`config.mk`:
```
export PLATFORM = sky130hd
export DESIGN_NAME = argmax_arbiter
export DESIGN_NICKNAME = d
export VERILOG_FILES = /design/src/rtl/argmax_arbiter.sv
export SDC_FILE = /design/constraint.sdc
export NUM_CORES = 1
export LEC_CHECK = 0
export CAP_MARGIN = 5
export CORE_ASPECT_RATIO = 1.1
export CORE_MARGIN = 2
export CORE_UTILIZATION = 42
export CTS_BUF_LIST = sky130_fd_sc_hd__clkbuf_8 sky130_fd_sc_hd__clkbuf_16
export DETAILED_ROUTE_END_ITERATION = 8
export GPL_ROUTABILITY_DRIVEN = 0
export GPL_TIMING_DRIVEN = 0
export PLACE_DENSITY = 0.86
export SLEW_MARGIN = 10
export SYNTH_ARGS = -nofsm -noshare
export SYNTH_HDL_FRONTEND = slang
export SYNTH_SLANG_ARGS = --single-unit
```
`constraint.sdc`:
```
create_clock -name clk -period 4.2 [get_ports clk]
set_input_delay 0.84 -clock clk [delete_from_list [all_inputs] [get_ports clk]]
set_output_delay 0.84 -clock clk [all_outputs]
set_load 0.005 [all_outputs]
```
`src/rtl/argmax_arbiter.sv`:
```
// Round-robin arbiter that lets M requesters share a single argmax unit.
// One transaction at a time: accept vector, forward it, wait for the index, return it.
module argmax_arbiter #(
  parameter int N  = 2,
  parameter int M  = 2,
  parameter int IW = 32
) (
  input  logic                        clk,
  input  logic                        rst,
  input  logic [M-1:0][N-1:0][31:0]   req_v,
  input  logic [M-1:0]                req_stb,
  output logic [M-1:0]                req_ack,
  output logic [IW-1:0]               res_i,
  output logic [M-1:0]                res_stb,
  input  logic [M-1:0]                res_ack,
  output logic [N-1:0][31:0]          am_v,
  output logic                        am_v_stb,
  input  logic                        am_v_ack,
  input  logic [IW-1:0]               am_i,
  input  logic                        am_i_stb,
  output logic                        am_i_ack,
  output logic [$clog2(M)-1:0]        grant_id,
  output logic                        busy,
  output logic [15:0]                 done_cnt
);
  localparam int GW = $clog2(M);

  typedef enum logic [2:0] {
    S_IDLE,
    S_ACCEPT,
    S_SEND,
    S_WAIT,
    S_RETURN
  } state_t;

  state_t               r_state,    w_state_next;
  logic [GW-1:0]        r_ptr,      w_ptr_next;
  logic [GW-1:0]        r_grant,    w_grant_next;
  logic [M-1:0]         r_req_ack,  w_req_ack_next;
  logic [M-1:0]         r_res_stb,  w_res_stb_next;
  logic                 r_am_v_stb, w_am_v_stb_next;
  logic                 r_am_i_ack, w_am_i_ack_next;
  logic                 r_busy,     w_busy_next;
  logic [IW-1:0]        r_res_i,    w_res_i_next;
  logic [N-1:0][31:0]   r_am_v,     w_am_v_next;
  logic [15:0]          r_done_cnt, w_done_cnt_next;

  logic [GW:0]          w_idx;
  logic [GW-1:0]        w_sel;
  logic                 w_sel_found;
  logic [GW-1:0]        w_ptr_wrap;

  // First requester with strobe high, scanning from r_ptr upward modulo M.
  always_comb begin
    w_sel       = '0;
    w_sel_found = 1'b0;
    w_idx       = '0;
    for (int k = 0; k < M; k++) begin
      w_idx = {1'b0, r_ptr} + (GW+1)'(k);
      if (w_idx >= (GW+1)'(M)) begin
        w_idx = w_idx - (GW+1)'(M);
      end
      if (!w_sel_found && req_stb[w_idx[GW-1:0]]) begin
        w_sel_found = 1'b1;
        w_sel       = w_idx[GW-1:0];
      end
    end
  end

  assign w_ptr_wrap = (r_grant == GW'(M-1)) ? '0 : r_grant + GW'(1);

  always_comb begin
    w_state_next    = r_state;
    w_ptr_next      = r_ptr;
    w_grant_next    = r_grant;
    w_req_ack_next  = r_req_ack;
    w_res_stb_next  = r_res_stb;
    w_am_v_stb_next = r_am_v_stb;
    w_am_i_ack_next = r_am_i_ack;
    w_res_i_next    = r_res_i;
    w_am_v_next     = r_am_v;
    w_done_cnt_next = r_done_cnt;
    case (r_state)
      S_IDLE: begin
        if (w_sel_found) begin
          w_grant_next   = w_sel;
          w_req_ack_next = M'(1) << w_sel;
          w_state_next   = S_ACCEPT;
        end
      end
      S_ACCEPT: begin
        if (req_stb[r_grant] && r_req_ack[r_grant]) begin
          w_am_v_next     = req_v[r_grant];
          w_req_ack_next  = '0;
          w_am_v_stb_next = 1'b1;
          w_state_next    = S_SEND;
        end
      end
      S_SEND: begin
        if (r_am_v_stb && am_v_ack) begin
          w_am_v_stb_next = 1'b0;
          w_am_i_ack_next = 1'b1;
          w_state_next    = S_WAIT;
        end
      end
      S_WAIT: begin
        if (am_i_stb && r_am_i_ack) begin
          w_res_i_next    = am_i;
          w_am_i_ack_next = 1'b0;
          w_res_stb_next  = M'(1) << r_grant;
          w_state_next    = S_RETURN;
        end
      end
      S_RETURN: begin
        // Only the granted requester's accept can complete the transaction.
        if (res_ack[r_grant] && r_res_stb[r_grant]) begin
          w_res_stb_next  = '0;
          w_ptr_next      = w_ptr_wrap;
          w_done_cnt_next = r_done_cnt + 16'd1;
          w_state_next    = S_IDLE;
        end
      end
      default: begin
        w_state_next = S_IDLE;
      end
    endcase
    w_busy_next = (w_state_next != S_IDLE);
  end

  always_ff @(posedge clk or negedge rst) begin
    if (!rst) begin
      r_state    <= S_IDLE;
      r_ptr      <= '0;
      r_grant    <= '0;
      r_req_ack  <= '0;
      r_res_stb  <= '0;
      r_am_v_stb <= 1'b0;
      r_am_i_ack <= 1'b0;
      r_busy     <= 1'b0;
      r_res_i    <= '0;
      r_am_v     <= '0;
      r_done_cnt <= '0;
    end else begin
      r_state    <= w_state_next;
      r_ptr      <= w_ptr_next;
      r_grant    <= w_grant_next;
      r_req_ack  <= w_req_ack_next;
      r_res_stb  <= w_res_stb_next;
      r_am_v_stb <= w_am_v_stb_next;
      r_am_i_ack <= w_am_i_ack_next;
      r_busy     <= w_busy_next;
      r_res_i    <= w_res_i_next;
      r_am_v     <= w_am_v_next;
      r_done_cnt <= w_done_cnt_next;
    end
  end

  assign req_ack  = r_req_ack;
  assign res_stb  = r_res_stb;
  assign am_v_stb = r_am_v_stb;
  assign am_i_ack = r_am_i_ack;
  assign busy     = r_busy;
  assign res_i    = r_res_i;
  assign am_v     = r_am_v;
  assign grant_id = r_grant;
  assign done_cnt = r_done_cnt;

endmodule

```
==> summary.md, run 1 <==
| Metric | Value |
|---|---|
| Type of the setup path with the least slack | input port to flop |
| Synth Cell Area | 5333 sq um |
| Worst-case clock buffer depth | 2 |
| Type of element launching the critical path | input port |
| Wire length of the first global-routing pass | 26130 um |
| Required time at the worst-slack endpoint | 4470 ps |
| Status | finished, final reports clean |
| Worst-case clock skew | just over 10 ps |
| Max-slew violation count | 0 |
| Global route overflow | 0 |
| Number of flip-flops and latches in the synthesized netlist | 124 |
| Overall routed net length | 16610 um |
| Number of hold-slack violations in the final timing report | 0 |
| Worst slew pin tran | 740.4 ps |
| Ys Warns | 0 |
| GRT Resource Usage Total | roughly 25% |
| Post-CTS repair timing setup buffer count | 0 |
| Count of hold-fix buffers inserted at cts | 0 |
| Post-layout instance count excluding filler cells | 1000 |
| Antenna violations before repair | 0 |
| Most common cell after layout, fill and taps aside | clkdlybuf4s50_1 |
| Post-layout net count | 999 |
| Clock edge transition at the registers on the reported setup and hold paths | ~60 ps |
| Crit path arrival time | 2900 ps |
| Proportion of synthesized flip-flops having asynchronous set or reset | 100.0% |
| Total half-perimeter wirelength after legalization and detailed placement | 12870 um |
| Total of fill cells in the finished design | 918 |
| Post_cts resized | 0 |
| PwrDens | 312.2 nW/um^2 |
| Area of the die | 13620 sq um |
| IR Drop Worst-Case VDD | 0.1932 mV |
| Met3 usage | roughly 7.3% |
| Worst slew margin relative to its limit | between 50% and 60% |
| Reg2Reg Setup Slack | between 1500 and 2000 ps |
| Initial core utilization | 42.72% |
| Syn_nets | 692 |
| Most used flip-flop cell after synthesis | dfrtp_1 |
| Max frequency | 380.1 MHz |
| Post-DRT Antenna Nets | 0 |
| Buffer type at the clock tree root | clkbuf_16 |
| Die H | 122.2 um |
| Via/cell ratio | 5.025 |
| GR Layer Usage met2 | 43.64% |
| Syn-to-layout area delta | 68.96% |
| CTS tree | done |
| Number of instances in the synthesized netlist | 523 |
| Top Ports | between 200 and 300 |
| Final clock period utilization by the worst path | between 60% and 70% |
| Fraction of layout cells with a size suffix above 1 | around 6.0% |
| Destination of the worst register-to-register timing path | am_v[53] |
| Hold WC Path Type | input port to asynchronous set/reset pin |
| Count of TritonRoute iterations in the first routing pass | 5 |
| Antenna fix cells | 0 |
| Placed cells | 968 |
| Iteration-0 DRC Markers | 281 |
| Maximum net fanout on the critical path | 10 |
| Min Clock Period, post-route | 2631 ps |
| Number of synthesized flops with an enable pin | 0 |
| Routing layer with the top usage in global route | met2 |
| Unrepaired setup endpoints after global routing | no |
| Per-cell routed wire length | 16.61 um |
| Number of buffers added by the clock tree synthesis step | 17 |
| Sequential share of the synthesized area | between 50% and 60% |
| DR DRC count | 0 |
| Insertion delay of the later-clocked pin in the worst-skew pair | a little over 400 ps |
| TritonCTS sink count | 124 |
| Total setup violations reported at the end of the flow | 0 |
| Met1 GRT Util | 28.27% |
| Level count of the clock H-tree | 4 |
| Die X | around 110 um |
| DP Area | 8431 sq um |
| Via count of the first global-routing pass | 5260 |
| Total number of vias | 5025 |
| Total number of placement rows | 43 |
| Kind of capture point of the worst setup path | flop |
| Total area of multi-input combinational cells | 2097 sq um |
| Post-route cell area | 9010 sq um |
| Pin count of the biggest net entering global routing | 66 |
| Footprint of the flip-flops and latches | 3103 sq um |
| Number of violations of the max-capacitance limit | 0 |
| Average footprint of a synthesized cell | 10.20 sq um |
| Count of different cell masters after synthesis | 35 |
| Input/output buffers | 287 |
| Worst Reg-to-Reg Cells | 6 |
| Leading cell types in the layout, fill and taps excluded | 286 x clkdlybuf4s50_1, 173 x nand2_1, 124 x dfrtp_1 |
| Reg-to-reg startpoint | grant_id |
| Final standard cell utilization of the core | 72.18% |
| Core ar. | 12480 sq um |
| Leak pwr | 3.860 nW |
-- routing by layer --
metal  routed length [um]  share of wire (%)  up-vias
li1                     -                  -     2368
met1                 6487                 39     2405
met2                 8616                 52      229
met3                 1195                7.2       23
met4                  310                1.9        0
met5                    0                  0        -
-- critical path, cell delays in order --
cell and delay (ps):
clkdlybuf4s50_1 480, and3_1 190, o21ai_1 500, buf_2 360, clkbuf_1 350, o21ai_0 170
-- cell usage after synthesis (2+ instances only) --
| cell type | count | share of area (%) |
|---|---|---|
| nand2_1 | 173 | 12 |
| dfrtp_1 | 124 | 58 |
| o21ai_0 | 66 | 6.2 |
| mux2i_1 | 64 | 12 |
| clkbuf_1 | 15 | 1.1 |
| buf_2 | 13 | 1.2 |
| xnor2_1 | 12 | 2.0 |
| nand3_1 | 8 | 0.75 |
| a21oi_1 | 6 | 0.56 |
| and3_1 | 6 | 0.70 |
| nand4_1 | 4 | 0.47 |
| nor2_1 | 3 | 0.21 |
| xor2_1 | 3 | 0.49 |
| buf_1 | 2 | 0.14 |
| nand3b_1 | 2 | 0.28 |
| nor3b_1 | 2 | 0.28 |
| o21a_1 | 2 | 0.28 |
-- sequential cells by signal, indices dropped and copies added (netlist names) --
register  flops
am_i_ack      1
am_v         64
am_v_stb      1
busy          1
done_cnt     16
grant_id      1
r_ptr         1
r_state       3
req_ack       2
res_i        32
res_stb       2
-- per-stage QoR --
stage,power [mW],setup WS (ps),TNS (ps),hold slack [ps]
6_report,2.813,1569,0,410.6
5_1_grt,2.919,1364,0,464.1
4_1_cts,2.842,1511,0,431.2
3_5_place_dp,1.422,1096,0,465.0
3_3_place_gp,1.415,-2268,-279900,457.5
2_1_floorplan,1.233,2145,0,459.9
-- how the worst max path moves through the flow --
stage	slack (ps)	depth (start not counted)	startpoint	to
floorplan	2150	4	req_stb[0]	busy
global placement	-2270	1	rst	am_v[43]
detailed placement	1100	6	req_stb[1]	am_v[53]
CTS	1510	6	req_stb[1]	am_v[53]
global route	1360	6	req_stb[1]	am_v[53]
finish	1570	6	req_stb[1]	am_v[53]
-- area by class of cell --
class / count / area share, %
sequential: 124 / 34.44
timing repair buffer: 288 / 32.20
multi-input combinational: 368 / 23.27
clock buffer: 19 / 5.027
tap: 157 / 2.180
buffer: 30 / 1.430
clock inverter: 13 / 1.403
inverter: 1 / 0.04166
-- cell families (layout without fill, tap and decap cells) --
kind of cell,count (synthesis),in the layout,synth area share (%)
AOI/OAI and AO/OA,81,81,8.329
xor gates and xnor gates,15,15,2.464
adders and majority gates,1,1,0.2346
buffers and inverters,31,351,2.487
DFF,124,124,58.19
muxes,65,65,12.22
and+or+nand+nor,206,206,16.07
-- power breakdown --
group	internal (mW)	switching [mW]
logic	0.149	0.0552
clock network	0.895	0.519
registers	1.20	0
total	2.24	0.574
Power figures use the tool's default switching activity.
==> run 2: changes to the inputs <==
--- a/config.mk
+++ b/config.mk
@@ -8,12 +8,12 @@
 export CAP_MARGIN = 5
 export CORE_ASPECT_RATIO = 1.1
 export CORE_MARGIN = 2
-export CORE_UTILIZATION = 42
+export CORE_UTILIZATION = 35
 export CTS_BUF_LIST = sky130_fd_sc_hd__clkbuf_8 sky130_fd_sc_hd__clkbuf_16
 export DETAILED_ROUTE_END_ITERATION = 8
 export GPL_ROUTABILITY_DRIVEN = 0
 export GPL_TIMING_DRIVEN = 0
-export PLACE_DENSITY = 0.86
+export PLACE_DENSITY = 0.76
 export SLEW_MARGIN = 10
 export SYNTH_ARGS = -nofsm -noshare
 export SYNTH_HDL_FRONTEND = slang
==> constraint.sdc (replaced) <==
create_clock -name clk -period 2.3 [get_ports clk]
set_input_delay 0.46 -clock clk [delete_from_list [all_inputs] [get_ports clk]]
set_output_delay 0.46 -clock clk [all_outputs]
set_load 0.005 [all_outputs]
==> run 2 against run 1 <==
Critical path depth unchanged. Sequential share of layout area decreased by 0.28 points. Largest cell class unchanged. Power increased by 87%. Global-route usage decreased by 3.8 points. Highest routed layer unchanged. First-iteration DRC count decreased by 9.3%. Critical path type unchanged.
==> summary.md, run 2 (synthesis gave the netlist of run 1 again) <==
| Metric | Value |
|---|---|
| Core ar. | between 10000 and 15000 sq um |
| DR DRC count | 0 |
| Top Ports | 288 |
| Total setup violations reported at the end of the flow | 0 |
| Worst-case clock buffer depth | 2 |
| Antenna fix cells | 0 |
| Delay of the slowest cell on the worst path | 500 ps |
| Post-DRT Antenna Nets | 0 |
| Fraction of layout cells with a size suffix above 1 | under 10% |
| Clock edge transition at the registers on the reported setup and hold paths | roughly 60 ps |
| Slowest cell on the critical path | clkdlybuf4s50_1 |
| Placed cells | 1007 |
| Required time at the worst-slack endpoint | approximately 2600 ps |
| Unrepaired setup endpoints after global routing | no |
| Reg2Reg Setup Slack | between 200 and 250 ps |
| Max-slew violation count | 0 |
| TritonCTS sink count | 124 |
| Crit path arrival time | approximately 2300 ps |
| PwrDens | ~580 nW/um^2 |
| Input/output buffers | ~290 |
| Antenna violations before repair | 0 |
| Level count of the clock H-tree | 4 |
| Max frequency | between 400 and 500 MHz |
| Syn-to-layout area delta | 70.37% |
| Wire length of the first global-routing pass | 25740 um |
| Max reg flops | 64 |
| Worst slew pin tran | between 700 and 800 ps |
| Final clock period utilization by the worst path | 89.95% |
| Via count of the first global-routing pass | about 4900 |
| Count of hold-fix buffers inserted at cts | 0 |
| Total number of vias | approximately 4800 |
| Overall routed net length | 16260 um |
| Initial core utilization | 35.56% |
| Post-layout net count | 999 |
| Series of cell instances along the critical path | clkdlybuf4s50_1 -> and3_1 -> o21ai_2 -> buf_2 -> clkbuf_1 -> o21ai_0 |
| Count of TritonRoute iterations in the first routing pass | 6 |
| Die H | ~130 um |
| Buffer type at the clock tree root | clkbuf_16 |
| Final total power | 5.254 mW |
| Number of violations of the max-capacitance limit | 0 |
| Maximum net fanout on the critical path | 10 |
| IR Drop Worst-Case VDD | 0.3780 mV |
| Total number of placement rows | 47 |
| Most common cell after layout, fill and taps aside | clkdlybuf4s50_1 |
| Post-layout instance count excluding filler cells | 1039 |
| Number of hold-slack violations in the final timing report | 0 |
| Iteration-0 DRC Markers | roughly 260 |
| Number of buffers added by the clock tree synthesis step | 17 |
| Global route overflow | 0 |
| Type of element launching the critical path | input port |
| Insertion delay of the later-clocked pin in the worst-skew pair | 410 ps |
| Hold WC Path Type | input port to asynchronous set/reset pin |
| Area of the die | 16240 sq um |
| GRT Resource Usage Total | 20.73% |
| CTS tree | done |
| Min Clock Period, post-route | 2069 ps |
| Type of the setup path with the least slack | input port to flop |
| Cell class contributing the biggest share of worst-path delay | buffers and inverters |
| Leak pwr | 3.870 nW |
| Buf/Inv on CP | 3 |
| Via/cell ratio | 4.624 |
| Status | finished, final reports clean |
| Pin count of the biggest net entering global routing | 68 |
| Total half-perimeter wirelength after legalization and detailed placement | 12300 um |
| Worst-case clock skew | 7.001 ps |
| Per-cell routed wire length | 15.65 um |
| Worst slew margin relative to its limit | between 50% and 60% |
| Leading cell types in the layout, fill and taps excluded | 286 x clkdlybuf4s50_1, 173 x nand2_1, 124 x dfrtp_1 |
| Kind of capture point of the worst setup path | flop |
| Die X | 121.7 um |
[run 2: cell count changes in the layout (fill, tap and decap cells not counted)]
cell       previous run  this run
inv_1                 3         2
o21ai_2               0         1
clkinv_4              1         0
bufinv_16             2         3
o21ai_1               1         0
clkinv_2              4         5
[run 2: path summary, 6_finish.rpt]
path,from,to,cells after the start
worst max-delay path,req_stb[1],am_v[51],6
worst min register to register,res_i[30],res_i[30],2
max in group asynchronous,rst,am_v[28],2
worst max register to register,grant_id,am_v[51],6
min in group clk,res_i[30],res_i[30],2
worst min-delay path,rst,am_v[42],1
[run 2: stage by stage]
step | hold slack [ps] | cell area, sq um | utilization, % | worst slack, ps | TNS (ps)
floorplan | 164.4 | 5333 | - | 515.1 | 0
CTS | 29.45 | 9085 | 60.58 | 147.3 | 0
detailed placement | 460.8 | 8479 | 56.55 | -474.9 | -21180
global placement | 457.6 | 8451 | 56.35 | -4231 | -539840
global route | 43.37 | 9085 | 60.58 | 24.46 | 0
finish | 22.17 | 9085 | 60.58 | 231.2 | 0
[run 2: layout make-up]
class | instances | area, sq um
fillers | 1326 | 5911
flip-flops and latches | 124 | 3103
repair buffers | 288 | 2902
multi-input cells | 368 | 2101
clock buffers | 19 | 452.9
well taps | 196 | 245.2
clock inverters | 13 | 148.9
plain buffers | 30 | 128.9
inverters | 1 | 3.754
[run 2: timing repair]
item                                    in CTS  in global routing
endpoints found under the hold margin        0                  0
gates resized for setup                      1                  0
endpoints found under the setup margin       9                  0
buffers inserted                             0                  0
[run 2: worst reg2reg max path: stages (launching register included)]
cell and delay [ps]:
dfrtp_1 370, buf_2 180, and3_1 210, o21ai_2 340, buf_2 310, clkbuf_1 360
o21ai_0 160
[run 2: per-layer routing]
layer  vias to the layer above  routed length [um]  part of all wire, %  GRT usage [%]
li1                       2366                   -                    -              -
met1                      2258                6506                   40          23.92
met2                       161                8419                   52          36.05
met3                        19                1068                  6.6          6.378
met4                         0                 269                  1.7          7.727
met5                         -                   0                    0              0
[run 2: power by group]
| part | leakage [nW] | total [mW] | internal [mW] | switching, mW |
|---|---|---|---|---|
| Sequential | 1.72 | 2.18 | 2.18 | 0 |
| Combinational | 1.86 | 0.368 | 0.270 | 0.0978 |
| Clock | 0.292 | 2.70 | 1.74 | 0.957 |
| Total | 3.87 | 5.25 | 4.20 | 1.05 |
